## src/rtl/alu_pkg.sv

```systemverilog
// Shared opcode map and decode helpers for the pipelined add/sub/abs unit.
package alu_pkg;

  localparam logic [2:0] OP_ADD0  = 3'b000;
  localparam logic [2:0] OP_ADD1  = 3'b100;
  localparam logic [2:0] OP_SUBAB = 3'b001;
  localparam logic [2:0] OP_SUBBA = 3'b101;

  // op[1] set selects one of the absolute-value opcodes (x10 / x11)
  function automatic logic op_is_abs(input logic [2:0] op);
    return op[1];
  endfunction

  // for ABS opcodes, op[2] picks operand A, otherwise operand B
  function automatic logic op_abs_sel_a(input logic [2:0] op);
    return op[2];
  endfunction

endpackage

```

## src/rtl/alu_pipe_if.sv

```systemverilog
// Operand/result handshake bundle for alu_pipe.
interface alu_pipe_if #(parameter int WIDTH = 4);
  logic             in_valid;
  logic             in_ready;
  logic [2:0]       op;
  logic [WIDTH-1:0] a;
  logic [WIDTH-1:0] b;
  logic             out_valid;
  logic             out_ready;
  logic [WIDTH-1:0] r;
  logic             ovf;
  logic             zero;

  modport master (
    output in_valid, op, a, b, out_ready,
    input  in_ready, out_valid, r, ovf, zero
  );

  modport slave (
    input  in_valid, op, a, b, out_ready,
    output in_ready, out_valid, r, ovf, zero
  );
endinterface

```

## src/rtl/addsub_core.sv

```systemverilog
// Combinational two's-complement adder/subtractor: sum = x + (y ^ {sub}) + sub.
module addsub_core #(
  parameter int WIDTH = 4
) (
  input  logic [WIDTH-1:0] x,
  input  logic [WIDTH-1:0] y,
  input  logic             sub,
  output logic [WIDTH-1:0] sum,
  output logic             ovf,
  output logic             carry
);

  logic [WIDTH-1:0] y_eff;

  // effective add of x and conditionally inverted y; overflow when both
  // addend signs agree and the sum sign differs
  always_comb begin
    y_eff        = y ^ {WIDTH{sub}};
    {carry, sum} = {1'b0, x} + {1'b0, y_eff} + {{WIDTH{1'b0}}, sub};
    ovf          = (x[WIDTH-1] == y_eff[WIDTH-1]) && (sum[WIDTH-1] != x[WIDTH-1]);
  end

endmodule

```

## src/rtl/alu_pipe.sv

```systemverilog
// Two-stage signed add/subtract/abs unit with valid/ready on both sides.
// Define ALU_SAT_EN to clamp overflowing results instead of wrapping.
module alu_pipe
  import alu_pkg::*;
#(
  parameter int WIDTH = 4
) (
  input  logic       clk,
  input  logic       rst_n,
  alu_pipe_if.slave  bus
);

  localparam logic [WIDTH-1:0] MAX_POS = {1'b0, {(WIDTH-1){1'b1}}};
  localparam logic [WIDTH-1:0] MIN_NEG = {1'b1, {(WIDTH-1){1'b0}}};

  logic             s1_v, s2_v;
  logic             s1_adv, s2_adv;
  logic [WIDTH-1:0] s1_x, s1_y;
  logic             s1_sub;
  logic [WIDTH-1:0] x_d, y_d, opnd;
  logic             sub_d;
  logic [WIDTH-1:0] core_sum, r_next;
  logic             core_ovf, core_carry;
  logic             unused_ok;

  assign s2_adv       = ~s2_v | bus.out_ready;
  assign s1_adv       = ~s1_v | s2_adv;
  assign bus.in_ready = s1_adv;
  assign bus.out_valid = s2_v;
  assign unused_ok    = core_carry;

  // operand routing: ABS becomes 0 +/- operand, SUBBA swaps operands
  always_comb begin
    opnd  = op_abs_sel_a(bus.op) ? bus.a : bus.b;
    x_d   = bus.a;
    y_d   = bus.b;
    sub_d = 1'b0;
    if (op_is_abs(bus.op)) begin
      x_d   = '0;
      y_d   = opnd;
      sub_d = opnd[WIDTH-1];
    end else begin
      case (bus.op)
        OP_SUBAB: sub_d = 1'b1;
        OP_SUBBA: begin
          x_d   = bus.b;
          y_d   = bus.a;
          sub_d = 1'b1;
        end
        OP_ADD0, OP_ADD1: sub_d = 1'b0;
        default: sub_d = 1'b0;
      endcase
    end
  end

  // stage 1: capture routed operands whenever the stage may advance
  always_ff @(posedge clk or negedge rst_n) begin
    if (!rst_n) begin
      s1_v   <= 1'b0;
      s1_x   <= '0;
      s1_y   <= '0;
      s1_sub <= 1'b0;
    end else if (s1_adv) begin
      s1_v <= bus.in_valid;
      if (bus.in_valid) begin
        s1_x   <= x_d;
        s1_y   <= y_d;
        s1_sub <= sub_d;
      end
    end
  end

  addsub_core #(.WIDTH(WIDTH)) u_core (
    .x     (s1_x),
    .y     (s1_y),
    .sub   (s1_sub),
    .sum   (core_sum),
    .ovf   (core_ovf),
    .carry (core_carry)
  );

  // final result: on overflow both addends share x's sign, which is the true sign
  always_comb begin
    r_next = core_sum;
`ifdef ALU_SAT_EN
    if (core_ovf) r_next = s1_x[WIDTH-1] ? MIN_NEG : MAX_POS;
`endif
  end

  // stage 2: result register, held while the consumer stalls
  always_ff @(posedge clk or negedge rst_n) begin
    if (!rst_n) begin
      s2_v     <= 1'b0;
      bus.r    <= '0;
      bus.ovf  <= 1'b0;
      bus.zero <= 1'b0;
    end else if (s2_adv) begin
      s2_v <= s1_v;
      if (s1_v) begin
        bus.r    <= r_next;
        bus.ovf  <= core_ovf;
        bus.zero <= (r_next == '0);
      end
    end
  end

endmodule
```

## src/flat_wrapper.sv

```systemverilog
// flat-port wrapper written by rule: the top's interface ports become plain ports
module alu_pipe_flat import alu_pkg::*;
#(
  parameter int WIDTH = 4
)
  (clk, rst_n, bus_in_valid, bus_op, bus_a, bus_b, bus_out_ready, bus_in_ready, bus_out_valid, bus_r, bus_ovf, bus_zero);
  alu_pipe_if #(.WIDTH(WIDTH)) bus_i ();
  input  logic clk;
  input  logic rst_n;
  input wire logic [$bits(bus_i.in_valid)-1:0] bus_in_valid;
  input wire logic [$bits(bus_i.op)-1:0] bus_op;
  input wire logic [$bits(bus_i.a)-1:0] bus_a;
  input wire logic [$bits(bus_i.b)-1:0] bus_b;
  input wire logic [$bits(bus_i.out_ready)-1:0] bus_out_ready;
  output wire logic [$bits(bus_i.in_ready)-1:0] bus_in_ready;
  output wire logic [$bits(bus_i.out_valid)-1:0] bus_out_valid;
  output wire logic [$bits(bus_i.r)-1:0] bus_r;
  output wire logic [$bits(bus_i.ovf)-1:0] bus_ovf;
  output wire logic [$bits(bus_i.zero)-1:0] bus_zero;
  assign bus_i.in_valid = bus_in_valid;
  assign bus_i.op = bus_op;
  assign bus_i.a = bus_a;
  assign bus_i.b = bus_b;
  assign bus_i.out_ready = bus_out_ready;
  assign bus_in_ready = bus_i.in_ready;
  assign bus_out_valid = bus_i.out_valid;
  assign bus_r = bus_i.r;
  assign bus_ovf = bus_i.ovf;
  assign bus_zero = bus_i.zero;
  alu_pipe #(.WIDTH(WIDTH)) u_core (.clk(clk), .rst_n(rst_n), .bus(bus_i));
endmodule
```

## config.mk

```make
export PLATFORM = sky130hd
export DESIGN_NAME = alu_pipe_flat
export DESIGN_NICKNAME = d
export VERILOG_FILES = /design/src/rtl/alu_pkg.sv /design/src/rtl/alu_pipe_if.sv /design/src/rtl/addsub_core.sv /design/src/rtl/alu_pipe.sv /design/src/flat_wrapper.sv
export SDC_FILE = /design/constraint.sdc
export NUM_CORES = 1
export LEC_CHECK = 0
export CAP_MARGIN = 10
export CORE_MARGIN = 2
export CORE_UTILIZATION = 30
export CTS_BUF_LIST = sky130_fd_sc_hd__clkbuf_8
export DETAILED_ROUTE_END_ITERATION = 10
export PLACE_DENSITY_LB_ADDON = 0.3
export RECOVER_POWER = 25
export SETUP_SLACK_MARGIN = 0.4
export SLEW_MARGIN = 5
export SYNTH_ARGS = -nofsm -noshare
export SYNTH_HDL_FRONTEND = slang
export SYNTH_HIERARCHICAL = 1
export SYNTH_SLANG_ARGS = --single-unit
export TNS_END_PERCENT = 30
```

## constraint.sdc

```tcl
create_clock -name clk -period 2.6 [get_ports clk]
set_clock_uncertainty 0.2 [all_clocks]
set_input_delay 0.52 -clock clk [delete_from_list [all_inputs] [get_ports clk]]
set_output_delay 0.52 -clock clk [all_outputs]
set_load 0.05 [all_outputs]
```

==> flow_summary.toml, run 1 <==
[setup_path]
crit_slowest_cell = "dlygate4sd3_1"
worstPathMaxFanout = 3
critPathRequiredTime_ns = 1.88
end_kind = "primary output"
crit_chain = "dlygate4sd3_1 > and3b_1 > inv_4 > buf_12"
cp_top_family = "buffers and inverters"
cp-start-kind = "input pin"
arrival_ns = 1.58
cpPeakStageDelay_ns = 0.54
crit_buf_inv = 3
crit_type = "input pin to primary output"

[power]
p_int_mw = 0.6813
max-vdd-ir-drop_mv = 0.3420
p_per_area_nw_per_um2 = 853.7
power_frac_seq_pct = 33.5
swShare_pct = 38.50
clkPwrFrac_pct = 16.9
net-switching-power_mw = 0.4264
p_leak_nw = 0.5822
power_frac_comb_pct = 49.6

[outcome]
outcome = "complete, no violations"

[detailed_routing]
highest_layer = "met4"
drt_drc_violations_left = 0
vias_per_cell = 4.459
ant_nets = 0
drt-total-wl_mm = 1.646
wl_per_cell_um = 11.12
first_iter_violations = 4
wl_met3_um = 114
wl_met2_um = 793
wl_met1_um = 722
firstDrtPassIters = 4
via_count = 660

[timing]
tightestPinTransition_ns = 0.7585
fmaxAchievable_mhz = 434.7
max_slew_margin_pct = 49.26
setup_viol = 0
rsz0062_at_grt = "yes"
min_period_ns = 2.300
period_share_pct = 88.47
finalMaxSlewViolations = 0
tns_ns = 0
finalHoldViolCount = 0

[placement]
place_congestion = 0.6856
portBuffers = 22
hpwlAfterDp_mm = 1.319
dpl_cell_area_um2 = 1226

[clocking]
cts_hold_buffers = 0
cts_made_buffers = 3
cts_root_buf = "clkbuf_8"
cts_tree = "done"
clkLatencyLatePin_ns = 0.25
path_clk_slew_ns = 0.06
htreeDepth = 1
cts_sinks = 17
cts.path.max_buffers = 2

[yosys]
avgSynthCellArea_um2 = 12.55
syn_nets = 94
yosysWarnings = 6
syn-cell-area_um2 = 940.9
netlist_instances = 75

[floorplan]
boundaryPins = 23
die_area_um2 = 3601
die_h_um = 60.01
fp-row-count = 20
core-area_um2 = 3028
fp.dieW_um = 60.01
start_util_pct = 31.07

[cells_and_area]
finalNetCount = 124
layout-drive-gt1-share_pct = 22.12
syn2layout_area_growth_pct = 37.90
antenna_cells = 0
fin_area_um2 = 1297

[global_routing]
grt-ovfl-total = 0
grt_pass1_wl_mm = 2.925
grt_pass1_vias = 669
grt_max_degree = 18
antenna_found_initial = 0
grtUsageTotal_pct = 11.01

[worst_hold_path]
hp-class = "flip-flop to flip-flop"

[job]
drv_cap = 0
==> layer usage <==
layer  vias up  global-route usage [%]
li1        328                       -
met1       307                   11.87
met5         -                       0
met2        23                   18.94
met3         2                   4.329
met4         0                   4.762
==> cell usage in the layout, fill, tap and decap left out, drive strengths merged <==
master,count
nand2b,2
clkdlybuf4s50,19
mux2i,6
clkbuf,3
o31ai,4
inv,3
xnor2,1
a21o,1
dfrtp,17
a31oi,1
ha,3
mux2,15
nand2,4
and3b,1
dlygate4sd3,2
a21oi,1
xor2,5
nor4,1
buf,4
nor2,2
nor2b,1
o21ai,7
fa,1
==> power by group through the flow <==
stage                     Combinational [mW]  Sequential, mW  Clock (mW)
final                                  0.550           0.371       0.187
after global routing                   0.597           0.380       0.214
after global placement                 0.533           0.376           0
after CTS                              0.550           0.373       0.199
after floorplan                        0.224           0.530           0
after detailed placement               0.540           0.378           0
==> path summary, 6_finish.rpt <==
kind | start | endpoint | slack, ns | cells past startpoint
hold reg to reg | u_core/s1_v | u_core/bus.out_valid | 0.30 | 1
min in group asynchronous | rst_n | u_core/bus.r[2] | 0.59 | 1
setup / recovery | bus_out_ready | bus_in_ready | 0.30 | 4
hold / removal | u_core/s1_v | u_core/bus.out_valid | 0.30 | 1
max in group asynchronous | rst_n | u_core/s1_sub | 1.09 | 1
setup reg to reg | u_core/s1_sub | u_core/bus.ovf | 0.45 | 6
==> per-stage QoR <==
| step | std cells | power, mW | worst slack (ns) | hold WS, ns | util (%) |
|---|---|---|---|---|---|
| 3_5_place_dp | 141 | 0.9183 | 0.3248 | 0.2804 | 40.50 |
| 3_3_place_gp | 141 | 0.9096 | 0.3393 | 0.2655 | 40.50 |
| 6_report | 148 | 1.108 | 0.2997 | 0.2972 | 42.85 |
| 2_1_floorplan | 75 | 0.7538 | 0.4248 | 0.02441 | - |
| 4_1_cts | 146 | 1.122 | 0.3761 | 0.2959 | 42.27 |
| 5_1_grt | 148 | 1.190 | 0.2596 | 0.3171 | 42.85 |
==> timing repair <==
action,CTS,global route
resized for setup,1,2
buffers inserted,1,2
endpoints found under the setup margin,3,3
pin swaps,1,2
==> flip-flops by register name, summed over array words and instances, names as in the netlist <==
name                  cells
u_core/bus.r              4
u_core/s1_x               4
u_core/s1_y               4
u_core/bus.out_valid      1
u_core/bus.ovf            1
u_core/bus.zero           1
u_core/s1_sub             1
u_core/s1_v               1
==> area by class of cell <==
| type | count | area [um2] |
|---|---|---|
| Timing Repair Buffer | 25 | 252.7 |
| Tap cell | 44 | 55.05 |
| Clock inverter | 1 | 3.754 |
| Clock buffer | 3 | 41.29 |
| Fill cell | 310 | 1730 |
| Sequential cell | 17 | 426.7 |
| Multi-Input combinational cell | 56 | 508.0 |
| Inverter | 2 | 10.01 |
No activity file was read; power rests on OpenSTA's default activity.
==> inputs of run 2 (changes only) <==
==> constraint.sdc (replaced) <==
create_clock -name clk -period 2.6 [get_ports clk]
set_clock_uncertainty 0.2 [all_clocks]
set_input_delay 0.52 -clock clk [delete_from_list [all_inputs] [get_ports clk]]
set_output_delay 0.52 -clock clk [all_outputs]
set_load 0.02 [all_outputs]
==> flow_summary.toml, run 2 (synthesis gave the netlist of run 1 again) <==
[power]
power_mw = 1.002
p_leak_nw = 0.5777
power_frac_seq_pct = 37.1
p_int_mw = 0.6796
max-vdd-ir-drop_mv = 0.1833
power_frac_comb_pct = 44.0
p_per_area_nw_per_um2 = 778.3
net-switching-power_mw = 0.3224
swShare_pct = 32.18
clkPwrFrac_pct = 18.8

[cells_and_area]
largestRegisters = "u_core/bus.r: 4 flops, u_core/s1_x: 4 flops, u_core/s1_y: 4 flops"
layout_common_cells = "clkdlybuf4s50_1 (19), dfrtp_1 (16), mux2_2 (9)"
layout_commonest_cell = "clkdlybuf4s50_1"
fill_cells = 307
syn2layout_area_growth_pct = 36.83
layout-drive-gt1-share_pct = 21.90
fin_area_um2 = 1287
antenna_cells = 0
final_cells = 149
finalNetCount = 125

[timing]
max_slew_margin_pct = 50.61
min_period_ns = 2.261
rsz0062_at_grt = "yes"
tightestPinTransition_ns = 0.7384
finalHoldViolCount = 0
period_share_pct = 86.95
tns_ns = 0
setup_viol = 0
holdWs_ns = 0.2896
fmaxAchievable_mhz = 442.3
finalMaxSlewViolations = 0

[setup_path]
cp-start-kind = "input pin"
worstPathMaxFanout = 2
arrival_ns = 1.54
crit_type = "input pin to primary output"
crit_slowest_cell = "dlygate4sd3_1"
end_kind = "primary output"
cpPeakStageDelay_ns = 0.54
crit_chain = "dlygate4sd3_1 > and3b_1 > clkinv_1 > buf_2"
critPathRequiredTime_ns = 1.88

[floorplan]
fp.dieW_um = 60.01
fp-row-count = 20
start_util_pct = 31.07
boundaryPins = 23
die_area_um2 = 3601
die_h_um = 60.01
core-area_um2 = 3028

[placement]
dp_cells = 143
place_congestion = 0.6790
hpwlAfterDp_mm = 1.342
portBuffers = 22
dpl_cell_area_um2 = 1231

[detailed_routing]
first_iter_violations = 1
via_count = 661
drt_drc_violations_left = 0
wl_per_cell_um = 10.83
ant_nets = 0
firstDrtPassIters = 3
drt-total-wl_mm = 1.614
vias_per_cell = 4.436

[global_routing]
antenna_found_initial = 0
grt_pass1_vias = 691
grt_max_degree = 18
grt-ovfl-total = 0
grtUsageTotal_pct = 10.61
grt_pass1_wl_mm = 2.856

[clocking]
cts_made_buffers = 3
clkLatencyLatePin_ns = 0.25
cts_tree = "done"
cts.path.max_buffers = 2
path_clk_slew_ns = 0.06
cts_root_buf = "clkbuf_8"
cts_hold_buffers = 0
htreeDepth = 1
cts_sinks = 17

[outcome]
outcome = "complete, no violations"

[job]
drv_cap = 0

[worst_hold_path]
hp-class = "flip-flop to flip-flop"
-- run 2: cell count changes in the layout (fill, tap and decap cells not counted) --
cell / delta
buf_4: +1
buf_2: +1
buf_12: -1
inv_4: -1
clkinv_1: +1
-- run 2: final cells by class --
class	instances	area, um2	area share [%]
Multi-Input combinational cell	56	508.0	39.46
Sequential cell	17	426.7	33.14
Tap cell	44	55.05	4.276
Clock inverter	1	3.754	0.2915
Timing Repair Buffer	26	245.2	19.05
Clock buffer	3	41.29	3.207
Inverter	2	7.507	0.5831
-- run 2: worst max-delay path, delay by kind of cell --
family        cells  cell delay [ns]
simple gates      1             0.24
buf+inv           3             0.78
-- run 2: power by group through the flow --
stage / logic, mW / clock network (mW) / registers (mW)
floorplan: 0.221 / 0 / 0.428
global placement: 0.426 / 0 / 0.375
detailed placement: 0.436 / 0 / 0.380
CTS: 0.445 / 0.198 / 0.376
global route: 0.483 / 0.212 / 0.381
finish: 0.441 / 0.189 / 0.372
-- run 2: final timing paths --
| path | from | to | slack [ns] | depth (start not counted) |
|---|---|---|---|---|
| worst max-delay path | bus_out_ready | bus_in_ready | 0.34 | 4 |
| worst min-delay path | u_core/s1_v | u_core/bus.out_valid | 0.29 | 1 |
| worst max register to register | u_core/s1_sub | u_core/bus.ovf | 0.42 | 6 |
| worst min register to register | u_core/s1_v | u_core/bus.out_valid | 0.29 | 1 |
| max in group asynchronous | rst_n | u_core/s1_sub | 1.11 | 1 |
| min in group asynchronous | rst_n | u_core/bus.zero | 0.58 | 1 |
-- run 2: what timing repair did --
action | 4_1_cts | 5_1_grt
hold endpoints to repair | 0 | 0
pin swaps | 1 | 0
resized for setup | 4 | 1
setup buffers | 1 | 1
endpoints found under the setup margin | 3 | 3
-- run 2: metal layers --
| metal | wire (um) | part of all wire (%) | vias to the layer above | GRT usage, % |
|---|---|---|---|---|
| met5 | 0 | 0 | - | 0 |
| met4 | 16 | 0.99 | 0 | 3.810 |
| met3 | 90 | 5.6 | 2 | 2.597 |
| met2 | 820 | 51 | 21 | 19.72 |
| met1 | 687 | 43 | 303 | 11.47 |
| li1 | - | - | 335 | - |
-- run 2: per-stage QoR --
| step | setup WS (ns) | util [%] |
|---|---|---|
| 3_5_place_dp | 0.04858 | 40.66 |
| 6_report | 0.3393 | 42.52 |
| 5_1_grt | 0.2794 | 42.52 |
| 3_3_place_gp | 0.05170 | 40.66 |
| 4_1_cts | 0.3824 | 42.48 |
| 2_1_floorplan | 0.4248 | - |
==> inputs of run 3 (changes only) <==
SETUP_SLACK_MARGIN = 0.02   (was 0.4)
==> flow_summary.toml, run 3 (synthesis gave the netlist of run 1 again) <==
[timing]
tightestPinTransition_ns = 0.7386
tns_ns = 0
rsz0062_at_grt = "no"
max_slew_margin_pct = 50.60
setup_viol = 0
min_period_ns = 2.309
finalHoldViolCount = 0
setup_slack_ns = 0.2908
fmaxAchievable_mhz = 433.0
period_share_pct = 88.82
finalMaxSlewViolations = 0

[cells_and_area]
layout_commonest_cell = "clkdlybuf4s50_1"
finalNetCount = 123
syn2layout_area_growth_pct = 35.90
largestRegisters = "u_core/bus.r: 4 flops, u_core/s1_x: 4 flops, u_core/s1_y: 4 flops"
layout_common_cells = "clkdlybuf4s50_1 (19), dfrtp_1 (17), mux2_2 (9)"
finish.utilization_pct = 42.23
final_cells = 147
antenna_cells = 0
layout-drive-gt1-share_pct = 18.45

[clocking]
cts_resized = 0
cts_root_buf = "clkbuf_8"
cts_made_buffers = 3
clkLatencyLatePin_ns = 0.25
path_clk_slew_ns = 0.06
cts.path.max_buffers = 2
cts_sinks = 17
postCtsSetupRepairBufs = 0
cts_tree = "done"
htreeDepth = 1
cts_hold_buffers = 0

[setup_path]
cp-start-kind = "input pin"
crit_buf_inv = 3
ff2ff_path_depth = 6
crit_chain = "dlygate4sd3_1 > and3b_1 > clkinv_1 > dlymetal6s2s_1"
critPathRequiredTime_ns = 1.88
crit_slowest_cell = "dlygate4sd3_1"
end_kind = "primary output"
arrival_ns = 1.59
startpoint = "bus_out_ready"
worstPathMaxFanout = 2
cpPeakStageDelay_ns = 0.54
cp_top_family = "buffers and inverters"
r2r-start = "u_core/s1_sub"
crit_type = "input pin to primary output"
worst-path-stages = 4

[worst_hold_path]
hp-class = "flip-flop to flip-flop"
hp-start = "u_core/s1_v"
whs_path_depth = 1

[outcome]
outcome = "complete, no violations"

[detailed_routing]
drt_drc_violations_left = 0
vias_per_cell = 4.422
wl_per_cell_um = 10.82
via_count = 650
ant_nets = 0
drt-total-wl_mm = 1.591
first_iter_violations = 5
firstDrtPassIters = 3

[placement]
portBuffers = 22
pre_cts_ws_ns = 0.04858
dp_cells = 143
place_congestion = 0.6790
hpwlAfterDp_mm = 1.342

[power]
max-vdd-ir-drop_mv = 0.1831
p_leak_nw = 0.5742
p_per_area_nw_per_um2 = 773.2

[floorplan]
boundaryPins = 23
start_util_pct = 31.07
fp-row-count = 20
die_h_um = 60.01
die_area_um2 = 3601
fp.dieW_um = 60.01
core-area_um2 = 3028

[job]
drv_cap = 0

[global_routing]
grtUsageTotal_pct = 10.43
grt_pass1_wl_mm = 2.808
use_met2_pct = 19.10
grt_max_degree = 18
grt.met1_usage_pct = 11.47
grt.busiest_layer = "met2"
grt-ovfl-total = 0
grt_pass1_vias = 673
gr-usage-met3_pct = 2.597
antenna_found_initial = 0
## run 3: cell types whose count changed in the layout (fill, tap and decap cells not counted), sizes merged
cell and change:
dlymetal6s2s +1, buf -3
## run 3: path summary, 6_finish.rpt
kind,slack (ns),to
max,0.29,bus_in_ready
min in group asynchronous,0.58,u_core/bus.zero
max reg2reg,0.35,u_core/bus.ovf
min reg2reg,0.29,u_core/bus.out_valid
min,0.29,u_core/bus.out_valid
max in group asynchronous,1.16,u_core/s1_sub
## run 3: power breakdown
| group | leakage [nW] | internal, mW | switching, mW |
|---|---|---|---|
| registers | 0.206 | 0.332 | 0.0411 |
| logic | 0.342 | 0.233 | 0.194 |
| clock network | 0.0269 | 0.105 | 0.0842 |
| total | 0.574 | 0.669 | 0.319 |
## run 3: metrics by stage
stage	power [mW]	hold WS [ns]	instance area, um2
2_1_floorplan	0.6494	0.02441	940.9
3_3_place_gp	0.8011	0.2677	1231
3_5_place_dp	0.8158	0.2836	1231
4_1_cts	1.011	0.2966	1276
5_1_grt	1.062	0.3216	1279
6_report	0.9888	0.2896	1279
## run 3: worst reg2reg max path, stage by stage, from the launching register on
cell     delay (ns)
dfrtp_1        0.44
xor2_1         0.19
ha_1           0.35
a21o_1         0.23
a31oi_4        0.17
mux2_4         0.31
mux2_2         0.26
## run 3: layer usage
metal	vias up	wire, um
met5	-	0
met4	0	16
met3	2	90
met2	21	802
met1	296	682
li1	331	-
## run 3: layout make-up
| class | count | area [um2] |
|---|---|---|
| Clock buffer | 3 | 41.29 |
| Clock inverter | 1 | 3.754 |
| Multi-Input combinational cell | 56 | 508.0 |
| Sequential cell | 17 | 425.4 |
| Timing Repair Buffer | 24 | 237.7 |
| Inverter | 2 | 7.507 |
| Tap cell | 44 | 55.05 |
| Fill cell | 305 | 1749 |
